### src/rtl/seven_seg_value_encoder_if.sv
// Request/result bundle between the GPIO register block and the value encoder.
interface seven_seg_value_encoder_if;
    logic        valueValid;
    logic [9:0]  value;
    logic [2:0]  decimalPoints;
    logic        blankLeadingZeros;
    logic        busy;
    logic        done;
    logic        overflow;
    logic [23:0] threeDigits;

    modport master (
        output valueValid, value, decimalPoints, blankLeadingZeros,
        input  busy, done, overflow, threeDigits
    );

    modport slave (
        input  valueValid, value, decimalPoints, blankLeadingZeros,
        output busy, done, overflow, threeDigits
    );
endinterface

### src/rtl/seven_seg_value_encoder.sv
// Binary-to-3-digit seven-segment encoder: serial double-dabble, then segment
// encode with leading-zero blanking and dash display for values above 999.
module seven_seg_value_encoder (
    input  logic                      clock,
    input  logic                      reset,
    seven_seg_value_encoder_if.slave  bus
);
    typedef enum logic [1:0] {IDLE, CONVERT, ENCODE} state_t;

    state_t      state_q;
    logic [3:0]  cnt_q;
    logic [11:0] bcd_q, bcd_d;
    logic [9:0]  bin_q, bin_d;
    logic [2:0]  dp_q;
    logic        blank_q;
    logic        ovf_flag_q;
    logic        pend_vld_q;
    logic [9:0]  pend_value_q;
    logic [2:0]  pend_dp_q;
    logic        pend_blank_q;
    logic [23:0] digits_q, digits_d;
    logic        overflow_q;
    logic        done_q;

    logic        busy;
    logic [9:0]  ld_value;
    logic [2:0]  ld_dp;
    logic        ld_blank;

    function automatic logic [6:0] seg7(input logic [3:0] d);
        case (d)
            4'd0:    seg7 = 7'h3F;
            4'd1:    seg7 = 7'h06;
            4'd2:    seg7 = 7'h5B;
            4'd3:    seg7 = 7'h4F;
            4'd4:    seg7 = 7'h66;
            4'd5:    seg7 = 7'h6D;
            4'd6:    seg7 = 7'h7D;
            4'd7:    seg7 = 7'h07;
            4'd8:    seg7 = 7'h7F;
            4'd9:    seg7 = 7'h6F;
            default: seg7 = 7'h00;
        endcase
    endfunction

    assign busy = (state_q != IDLE);

    // Live input has priority over the pending slot when both are present.
    always_comb begin
        ld_value = pend_value_q;
        ld_dp    = pend_dp_q;
        ld_blank = pend_blank_q;
        if (bus.valueValid) begin
            ld_value = bus.value;
            ld_dp    = bus.decimalPoints;
            ld_blank = bus.blankLeadingZeros;
        end
    end

    // One double-dabble step: add-3 on nibbles >= 5, then shift {bcd, bin} left.
    always_comb begin
        logic [11:0] adj;
        logic [21:0] shifted;
        adj = bcd_q;
        for (int i = 0; i < 3; i++) begin
            if (bcd_q[4*i +: 4] >= 4'd5)
                adj[4*i +: 4] = bcd_q[4*i +: 4] + 4'd3;
        end
        shifted = {adj[10:0], bin_q, 1'b0};
        bcd_d   = shifted[21:10];
        bin_d   = shifted[9:0];
    end

    always_comb begin
        logic [3:0] h, t, u;
        h = bcd_q[11:8];
        t = bcd_q[7:4];
        u = bcd_q[3:0];
        digits_d = {dp_q[2], seg7(h), dp_q[1], seg7(t), dp_q[0], seg7(u)};
        if (blank_q && h == 4'd0)
            digits_d[22:16] = 7'h00;
        if (blank_q && h == 4'd0 && t == 4'd0)
            digits_d[14:8] = 7'h00;
        if (ovf_flag_q)
            digits_d = 24'h404040;
    end

    always_ff @(posedge clock or negedge reset) begin
        if (!reset) begin
            state_q      <= IDLE;
            cnt_q        <= '0;
            bcd_q        <= '0;
            bin_q        <= '0;
            dp_q         <= '0;
            blank_q      <= 1'b0;
            ovf_flag_q   <= 1'b0;
            pend_vld_q   <= 1'b0;
            pend_value_q <= '0;
            pend_dp_q    <= '0;
            pend_blank_q <= 1'b0;
            digits_q     <= '0;
            overflow_q   <= 1'b0;
            done_q       <= 1'b0;
        end else begin
            done_q <= 1'b0;
            if (busy && bus.valueValid) begin
                pend_vld_q   <= 1'b1;
                pend_value_q <= bus.value;
                pend_dp_q    <= bus.decimalPoints;
                pend_blank_q <= bus.blankLeadingZeros;
            end
            case (state_q)
                IDLE: begin
                    if (bus.valueValid || pend_vld_q) begin
                        bin_q      <= ld_value;
                        bcd_q      <= '0;
                        dp_q       <= ld_dp;
                        blank_q    <= ld_blank;
                        ovf_flag_q <= (ld_value > 10'd999);
                        pend_vld_q <= 1'b0;
                        cnt_q      <= 4'd9;
                        state_q    <= CONVERT;
                    end
                end
                CONVERT: begin
                    bcd_q <= bcd_d;
                    bin_q <= bin_d;
                    if (cnt_q == 4'd0) begin
                        state_q <= ENCODE;
                    end else begin
                        cnt_q <= cnt_q - 4'd1;
                    end
                end
                ENCODE: begin
                    digits_q   <= digits_d;
                    overflow_q <= ovf_flag_q;
                    done_q     <= 1'b1;
                    state_q    <= IDLE;
                end
                default: state_q <= IDLE;
            endcase
        end
    end

    assign bus.busy        = busy;
    assign bus.done        = done_q;
    assign bus.overflow    = overflow_q;
    assign bus.threeDigits = digits_q;
endmodule

### src/flat_wrapper.sv
// flat-port wrapper written by rule: the top's interface ports become plain ports
module seven_seg_value_encoder_flat 
  (clock, reset, bus_valueValid, bus_value, bus_decimalPoints, bus_blankLeadingZeros, bus_busy, bus_done, bus_overflow, bus_threeDigits);
  seven_seg_value_encoder_if bus_i ();
  input  logic clock;
  input  logic reset;
  input wire logic [$bits(bus_i.valueValid)-1:0] bus_valueValid;
  input wire logic [$bits(bus_i.value)-1:0] bus_value;
  input wire logic [$bits(bus_i.decimalPoints)-1:0] bus_decimalPoints;
  input wire logic [$bits(bus_i.blankLeadingZeros)-1:0] bus_blankLeadingZeros;
  output wire logic [$bits(bus_i.busy)-1:0] bus_busy;
  output wire logic [$bits(bus_i.done)-1:0] bus_done;
  output wire logic [$bits(bus_i.overflow)-1:0] bus_overflow;
  output wire logic [$bits(bus_i.threeDigits)-1:0] bus_threeDigits;
  assign bus_i.valueValid = bus_valueValid;
  assign bus_i.value = bus_value;
  assign bus_i.decimalPoints = bus_decimalPoints;
  assign bus_i.blankLeadingZeros = bus_blankLeadingZeros;
  assign bus_busy = bus_i.busy;
  assign bus_done = bus_i.done;
  assign bus_overflow = bus_i.overflow;
  assign bus_threeDigits = bus_i.threeDigits;
  seven_seg_value_encoder u_core (.clock(clock), .reset(reset), .bus(bus_i));
endmodule
### config.mk
export PLATFORM = sky130hd
export DESIGN_NAME = seven_seg_value_encoder_flat
export DESIGN_NICKNAME = d
export VERILOG_FILES = /design/src/rtl/seven_seg_value_encoder_if.sv /design/src/rtl/seven_seg_value_encoder.sv /design/src/flat_wrapper.sv
export SDC_FILE = /design/constraint.sdc
export NUM_CORES = 1
export LEC_CHECK = 0
export ABC_AREA = 1
export BUFFER_PORTS_ARGS = -buffer_cell sky130_fd_sc_hd__clkbuf_2
export CAP_MARGIN = 20
export CORE_ASPECT_RATIO = 0.8
export CORE_UTILIZATION = 65
export CTS_BUF_LIST = sky130_fd_sc_hd__clkbuf_8
export DETAILED_ROUTE_END_ITERATION = 12
export PLACE_DENSITY = 0.88
export SLEW_MARGIN = 5
export SYNTH_ARGS = -nofsm -noshare
export SYNTH_HDL_FRONTEND = slang
export SYNTH_SLANG_ARGS = --single-unit
### constraint.sdc
create_clock -name clock -period 2.25 [get_ports clock]
set_input_delay 0.1125 -clock clock [delete_from_list [all_inputs] [get_ports clock]]
set_output_delay 0.1125 -clock clock [all_outputs]
set_load 0.02 [all_outputs]
## Yosys cells after proc, flatten, opt, wreduce, memory -nomap -nowiden

Memories as Yosys holds them, arrays and structs flattened.
Index checks and enable logic that the tools add are counted.

| cells by class | value |
|---|---|
| div/mod/pow operators | 0 |
| equal/unequal tests | 5 |
| bitwise operators | 0 |
| $add $sub $neg | 4 |
| mux-type cells | 23 |
| order comparisons | 4 |
| shift-type cells | 0 |
| reductions and logical operators | 14 |
| multipliers | 0 |

Operators by type and width:

| kind | count |
|---|---|
| 2-to-1 mux 24 bit | 1 |
| case mux 12 bit (2 select lines) | 1 |
| 2-to-1 mux 10 bit | 2 |
| case mux 10 bit (2 select lines) | 1 |
| 2-to-1 mux 4 bit | 4 |
| 2-to-1 mux 7 bit | 2 |
| greater-or-equal comparator 4 x 3 -> 1 bit (second input constant) | 3 |
| zero test 4 bit | 3 |
| 2-to-1 mux 12 bit | 1 |
| greater-than comparator 10 bit (second input constant) | 1 |
| adder 4 x 2 -> 4 bit (second input constant) | 2 |
| case mux 4 bit (2 select lines) | 1 |
| 2-to-1 mux 3 bit | 2 |
| AND reduction 2 bit | 3 |
| 2-to-1 mux 1 bit | 5 |
| 2-to-1 mux 2 bit | 2 |
| inequality test 2 x 1 -> 1 bit (second input constant) | 2 |
| case mux 2 bit (2 select lines) | 1 |
| nonzero test 2 bit | 2 |
| subtractor 4 x 1 -> 4 bit (second input constant) | 1 |
| adder 3 x 2 -> 3 bit (second input constant) | 1 |
| logical AND 1 bit | 3 |
| AND reduction 3 bit | 1 |
| == test 2 x 1 -> 1 bit (second input constant) | 1 |
| 4 further kinds | 4 |

| storage, ports and cells | value |
|---|---|
| input port bits | 17 |
| latch bits | 0 |
| memory bits (writable) | 0 |
| register bits after elaboration | 74 |
| ROM bits | 336 |
| memories kept | 3 |
| logic and storage cells | 67 |
| output and inout bits | 27 |

Memories:

| memory | words | width | rd ports | clocked after Yosys merged registers in | wr ports | line | RTL |
|---|---|---|---|---|---|---|---|
| (no name shown) | 16 | 7 | 1 | 0 | 0 | seven_seg_value_encoder.sv:31 | `case (d)` |
| (no name shown) | 16 | 7 | 1 | 0 | 0 | seven_seg_value_encoder.sv:31 |  |
| (no name shown) | 16 | 7 | 1 | 0 | 0 | seven_seg_value_encoder.sv:31 |  |

## Logic depth before layout (Yosys ltp)

Gate-level depths: netlist of the first run.

| logic depth | value |
|---|---|
| depth in word-level cells | 5 |
| depth in mapped cells | 9 |
| depth with buffers taken out | 9 |

## Worst setup path after synthesis of the first run

OpenSTA, ideal clock, no wires.

| path | value |
|---|---|
| kind | register to register |
| start | register u_core.bcd_q[5] |
| end | register u_core.bcd_q[8] |
| path buffers | 0 |
| required time | 2.134 ns |
| period minus slack after synthesis | 1.338 ns |
| library setup time | 0.116 ns |
| arrival | 1.222 ns |
| setup slack | 0.912 ns |
| stages on the path, launching flop included | 10 |
| path through | dfrtp_1 > inv_1 > ha_1 > inv_1 > a21oi_1 > nand2_1 > nand2_1 > inv_1 > nand2_1 > nand2_1 |

| between the ends | value |
|---|---|
| longest elaborated chain between the ends | 3 |
| elaborated cells between the ends (all ways) | 4 |
| classes of those cells | add/sub (1); order compare (1); mux (2) |

Ends and longest elaborated chain:

| item | line | RTL |
|---|---|---|
| start, declared | seven_seg_value_encoder.sv:12 | `logic [11:0] bcd_q, bcd_d;` |
| start signal, assigned | seven_seg_value_encoder.sv:92 | `bcd_q <= '0;` |
| start signal, assigned | seven_seg_value_encoder.sv:116 | `bcd_q <= '0;` |
| start signal, assigned | seven_seg_value_encoder.sv:126 | `bcd_q <= bcd_d;` |
| adder 4 x 2 -> 4 bit or greater-or-equal comparator 4 x 3 -> 1 bit (tied branches) | seven_seg_value_encoder.sv:67, seven_seg_value_encoder.sv:66 |  |
| 2-to-1 mux 4 bit * | seven_seg_value_encoder.sv:66 | `if (bcd_q[4*i +: 4] >= 4'd5)` |
| case mux 12 bit (2 select lines) * | seven_seg_value_encoder.sv:112 | `case (state_q)` |

Every way passes the cells marked *; elsewhere a longest branch is shown, timed or not.
A chain may end at the register's enable or synchronous reset.

## Final worst setup path of the first run

| path | value |
|---|---|
| start | register u_core.bcd_q[9] |
| end | register u_core.bcd_q[9] |

| between the ends | value |
|---|---|
| longest elaborated chain between the ends | 3 |

Ends and longest elaborated chain:

| item | line |
|---|---|
| greater-or-equal comparator 4 x 3 -> 1 bit | seven_seg_value_encoder.sv:66 |
| 2-to-1 mux 3 bit | seven_seg_value_encoder.sv:66 |
| case mux 12 bit (2 select lines) | seven_seg_value_encoder.sv:112 |

Every way passes these cells.

==> impl_metrics.toml, run 1 <==
[outcome]
outcome = "finished clean"

[global_route]
antenna_found_initial = 0
grt-ovfl-total = 0
grt_pass1_wl_mm = 13.7
grtUsageTotal_pct = 29.2
grt_pass1_vias = 3167
grt_max_degree = 75

[layout]
final_layout_size_suffix_gt1_share_pct = 15.3
multi_input_area_um2 = 1670
stdcell_area_um2 = 4290
areaGrowthSynthToFinish_pct = 13.7
final_cell_mix = "nand2_1 (179), dfrtp_1 (74), nand3_1 (51)"
diodes = 0
nets = 547
layout_commonest_cell = "nand2_1"
regArea_um2 = 1850
fillers = 417
finalNonFillerCells = 596

[clock_tree]
ctsRootBufferMaster = "clkbuf_8"
numCtsBuffers = 9
clock_sinks = 74
clk_path_buf_depth = 2
htree_levels = 3
worstSkewPairLatency_ps = 350
clkTransAtPathRegs_ps = 80
cts.repair.resized = 0
cts_tree = "yes"

[route]
first_iter_violations = 338
final_antenna_net_count = 0
vias = 3221
vias_per_cell = 5.40
dr.pass1.iters = 5
post_drt_wl_per_cell_um = 13.2
drt_wl_total_mm = 7.85
drc_errors = 0

[setup_path]
arrival_ps = 1950
worstPathMaxFanout = 6
end_kind = "flip-flop"
cpMaxStageDelayCell = "dfrtp_1"
crit_top_cell = "nand2_1"
start_kind = "flip-flop"
reg2reg_depth = 8
crit_required_ps = 2540
max_stage_delay_ps = 440
path_cells = "inv_1 > ha_1 > inv_1 > a21oi_1 > nand2_1 > nand2_1 > nand3_1 > nand2_1"
critical_path_class = "flip-flop to flip-flop"

[synthesis]
synth_cell_types = 29
synth-seq-cells = 74
synth_nets = 503
yosys_warnings = 0
syn_avg_cell_area_um2 = 8.04
netlist_instances = 469
ys_seq_area_share_pct = 49.1
yosysTopAreaCellShare_pct = 49.1
synth_area_um2 = 3770
synth_top_cell_by_area = "dfrtp_1"
synthTopCellsByArea = "dfrtp_1 (49%), nand2_1 (18%), nand3_1 (6.8%)"

[worst_hold_path]
hp-class = "input pin to flip-flop"
holdPathStages = 3

[floorplan]
start_util_pct = 68.2
die_h_um = 70.1
ios = 44
die_x_um = 87.1
core_um2 = 5530
die_area_um2 = 6110
row_count = 24

[timing]
clock_skew_ps = 6.92
final-setup-viol-count = 0
fmaxAchievable_ghz = 0.606
rsz0062_at_grt = "no"
final_max_slew_viol_count = 0
finalSetupTns_ps = 0
min_period_over_period_pct = 73.4
relSlewSlack_pct = 72.7
whs_ps = 5.25
period_needed_ps = 1650
hold_violations = 0
worstMarginPinSlew_ps = 409

[power_and_ir_drop]
leakage_nw = 2.29
finalPower_mw = 6.44
powerDensity_nw_per_um2 = 1500
peakVddDrop_v = 0.000881

[place]
dp_cells = 579
routabilityCongestion = 0.914
dpl_cell_area_um2 = 4030
dp_hpwl_mm = 5.27
io_buffers = 43

[run]
max-cap-violations = 0
metal layers:
| layer | vias up | wire [um] | GRT usage, % |
|---|---|---|---|
| met5 | - | 0 | 0 |
| met4 | 0 | 180 | 13.3 |
| met3 | 21 | 421 | 8.98 |
| met2 | 98 | 3750 | 46.7 |
| met1 | 1503 | 3490 | 36.5 |
| li1 | 1599 | - | - |
Yosys cell counts, drive strengths merged:
library cell	instances
dfrtp	74
xor2	2
a21oi	11
ha	17
o211ai	7
buf	13
nand2	183
nand3b	1
o22ai	4
nor2	24
inv	42
o21ai	30
nor3	2
clkbuf	1
a31oi	4
mux2i	1
a22o	1
nand3	52
critical path, delay by kind of cell, from the launching register on:
| family | cells | cell delay [ps] |
|---|---|---|
| flops | 1 | 440 |
| simple gates | 4 | 400 |
| compound gates | 1 | 340 |
| buf+inv | 2 | 220 |
| fa+ha+maj | 1 | 200 |
stage by stage:
stage	util, %	setup WS (ps)
floorplan	-	912
global placement	73.0	812
detailed placement	73.0	687
CTS	77.6	634
global route	77.6	440
finish	77.6	599
layout make-up:
cell class	count	share of cell area (%)
Clock inverter	7	2.74
Clock buffer	9	2.89
Tap cell	78	2.28
Timing Repair Buffer	47	6.07
Sequential cell	74	43.2
Inverter	42	3.80
Multi-Input combinational cell	339	39.0
logic make-up after synthesis:
| logic type | synth area share, % |
|---|---|
| AOI/OAI and AO/OA | 8.40 |
| DFF | 49.1 |
| xor gates and xnor gates | 0.465 |
| adders and majority gates | 5.64 |
| and+or+nand+nor | 29.6 |
| buffers and inverters | 6.54 |
| muxes | 0.266 |
worst paths after layout:
path / from / endpoint / slack [ps]
worst max-delay path: u_core.bcd_q[9] / u_core.bcd_q[9] / 600
worst min-delay path: bus_value[6] / u_core.pend_value_q[6] / 5
min in group asynchronous: reset / u_core.bus.threeDigits[16] / 310
worst min register to register: u_core.pend_value_q[6] / u_core.pend_value_q[6] / 470
max in group asynchronous: reset / u_core.bcd_q[1] / 1610
worst max register to register: u_core.bcd_q[9] / u_core.bcd_q[9] / 600
what timing repair did:
item | in CTS | in global routing
setup buffers | 0 | 0
hold endpoints to repair | 74 | 0
hold buffers | 1 | 0
power by group:
group          switching, mW  internal, mW
registers              0.455          1.93
clock network          0.489         0.736
logic                   1.87         0.968
total                   2.81          3.63
flip-flops by register name (all words and copies together) (netlist names):
name                    count
u_core.pend_dp_q            3
u_core.bus.done             1
u_core.bus.threeDigits     24
u_core.cnt_q                4
u_core.bcd_q               12
u_core.state_q              2
u_core.bus.overflow         1
u_core.pend_value_q        10
u_core.blank_q              1
u_core.pend_blank_q         1
u_core.pend_vld_q           1
u_core.bin_q               10
u_core.ovf_flag_q           1
u_core.dp_q                 3
Note: power is estimated with default switching activity, not from simulation.
==> inputs of run 2 (changes only) <==
ABC_AREA = 0   (was 1)
CORE_UTILIZATION = 54   (was 65)
PLACE_DENSITY = 0.78   (was 0.88)
clock period = 1.45 ns   (was 2.25 ns; I/O delays follow)
==> run 2 against run 1 <==
The flow now finishes with violations (setup timing). Total power rose by 80%. Count of clock-buffer cells in the layout did not move. First-iteration DRC count fell by 33%. Routed wire length rose by 28%. Die area rose by 18%. Flip-flop and latch count did not move. Critical path depth fell by 1. Clock skew rose by 1.5 ps. Critical endpoint is now u_core.bus.threeDigits[12]. Largest power group unchanged.
==> impl_metrics.toml, run 2 <==
[power_and_ir_drop]
finalPower_mw = 11.6
powerDensity_nw_per_um2 = 2240
peakVddDrop_v = 0.00136
leakage_nw = 2.46

[timing]
fin_ws_ps = -132
period_needed_ps = 1580
min_period_over_period_pct = 109
fmaxAchievable_ghz = 0.632
rsz0062_at_grt = "yes"
final_max_slew_viol_count = 0
worstMarginPinSlew_ps = 393
relSlewSlack_pct = 73.8
finalSetupTns_ps = -922
hold_violations = 0
final-setup-viol-count = 14
clock_skew_ps = 8.43

[place]
dp_slack_ps = -134
io_buffers = 43
dp_hpwl_mm = 5.53
routabilityCongestion = 0.804
dp_cells = 523

[floorplan]
start_util_pct = 57.0
row_count = 26
core_um2 = 6540
ios = 44
die_h_um = 76.3
die_x_um = 94.9
die_area_um2 = 7240

[synthesis]
synth_top_cell_by_area = "dfrtp_1"
yosys_warnings = 0
synth-xor-area-share_pct = 1.41
synth_compound_area_share_pct = 15.7
synth_nets = 405
synth.most_common_cell = "dfrtp_1"
synth_area_um2 = 3730
ys_seq_area_share_pct = 49.7
synth-seq-cells = 74
yosysTopAreaCellShare_pct = 49.7
synth-edff-count = 0
synth_top_family_by_area = "compound AO/OA/AOI/OAI gates"
synthAdderAreaFrac_pct = 5.71
syn_avg_cell_area_um2 = 10.0
muxShareOfSynthArea_pct = 8.33
synthTopCellsByArea = "dfrtp_1 (50%), ha_1 (5.7%), mux2_2 (4.8%)"
ys_top_cells_by_count = "dfrtp_1 (74), nand2_1 (44), o21ai_0 (34)"
synth-simple-area-share_pct = 15.0
netlist_instances = 371
async_reset_ff_share_pct = 100
synth_top_flop_cell = "dfrtp_1"
synth_cell_types = 51

[clock_tree]
clk_path_buf_depth = 2
ctsRootBufferMaster = "clkbuf_8"
worstSkewPairLatency_ps = 370
htree_levels = 3
cts_tree = "yes"
clock_sinks = 74
clkTransAtPathRegs_ps = 80
numCtsBuffers = 9

[route]
post_drt_wl_per_cell_um = 17.6
vias_per_cell = 5.72
drt_wl_total_mm = 10.0
first_iter_violations = 226
vias = 3266
final_antenna_net_count = 0
drc_errors = 0
dr.pass1.iters = 5

[layout]
nets = 516
final_cell_mix = "dfrtp_1 (72), buf_4 (51), clkbuf_2 (41)"
layout_commonest_cell = "dfrtp_1"
fillers = 389
finalNonFillerCells = 571
areaGrowthSynthToFinish_pct = 39.5
largest_reg_flops = 24
diodes = 0
final_layout_size_suffix_gt1_share_pct = 39.8

[setup_path]
max_stage_delay_ps = 410
start_kind = "flip-flop"
crit_required_ps = 1700
worstPathMaxFanout = 4
path_cells = "inv_2 > ha_4 > nand2b_4 > nor4_4 > buf_4 > a2111oi_4 > a21o_1"
end_kind = "flip-flop"
critical_path_class = "flip-flop to flip-flop"
timing.critical_path.buf_inv = 2
cpMaxStageDelayCell = "dfrtp_1"
arrival_ps = 1830
reg2reg_depth = 7
cp_top_family = "flip-flops"
path_depth = 7

[worst_hold_path]
holdPathStages = 4
hp-class = "input pin to flip-flop"

[outcome]
violations = "setup timing"
outcome = "finished, violations left"

[global_route]
grt-ovfl-total = 0
antenna_found_initial = 0
grt_max_degree = 75
grtUsageTotal_pct = 26.4
grt_pass1_vias = 3044
grt_pass1_wl_mm = 14.6

[run]
max-cap-violations = 0
-- run 2: worst reg2reg max path, cell delays in order, from the launching register on --
cell       delay (ps)
dfrtp_1           410
inv_2             120
ha_4              160
nand2b_4           70
nor4_4            320
buf_4             190
a2111oi_4          30
a21o_1            170
-- run 2: routing by layer --
layer / up-vias / share of wire [%] / track usage (%)
met5: - / 0 / 0
met4: 0 / 2.3 / 8.48
met3: 20 / 5.5 / 7.49
met2: 114 / 50 / 42.7
met1: 1609 / 42 / 34.0
li1: 1523 / - / -
-- run 2: final timing paths --
path	startpoint	endpoint	slack, ps
setup / recovery	u_core.bcd_q[5]	u_core.bus.threeDigits[12]	-130
hold reg to reg	u_core.bus.overflow	u_core.bus.overflow	480
hold / removal	bus_valueValid	u_core.bin_q[7]	240
setup reg to reg	u_core.bcd_q[5]	u_core.bus.threeDigits[12]	-130
max in group asynchronous	reset	u_core.state_q[1]	850
min in group asynchronous	reset	u_core.bus.threeDigits[5]	260
-- run 2: layout make-up --
class                      instances  area [um^2]  share of cell area, %
clock buffer                       9          124                   2.38
tap                               84          105                   2.02
multi-input combinational        262         2080                   40.0
sequential                        74         1850                   35.7
inverter                          16         62.6                   1.20
timing repair buffer             119          907                   17.5
clock inverter                     7         62.6                   1.20
-- run 2: report_power, final --
part	leakage (nW)	internal (mW)	switching, mW
Sequential	0.922	2.95	0.665
Combinational	1.44	3.04	3.39
Clock	0.0976	0.776	0.790
-- run 2: logic make-up after synthesis --
group,count (synthesis)
compound gates,93
xor+xnor,6
fa+ha+maj,17
buf+inv,36
flops,74
mux,29
simple gates,116
-- run 2: metrics by stage --
stage / instance area (um^2) / util, % / hold WS [ps]
after global placement: 4350 / 66.6 / 131
after global routing: 5200 / 79.5 / 257
after CTS: 4840 / 74.1 / 216
final: 5200 / 79.5 / 238
after detailed placement: 4350 / 66.6 / 133
after floorplan: 3770 / - / -223
-- run 2: timing repair --
action | 4_1_cts | 5_1_grt
gates cloned | 0 | 2
gates resized for setup | 28 | 59
endpoints found under the hold margin | 88 | 0
setup endpoints to repair | 26 | 48
pin swaps | 9 | 11
hold buffers | 15 | 0
buffers inserted | 5 | 11
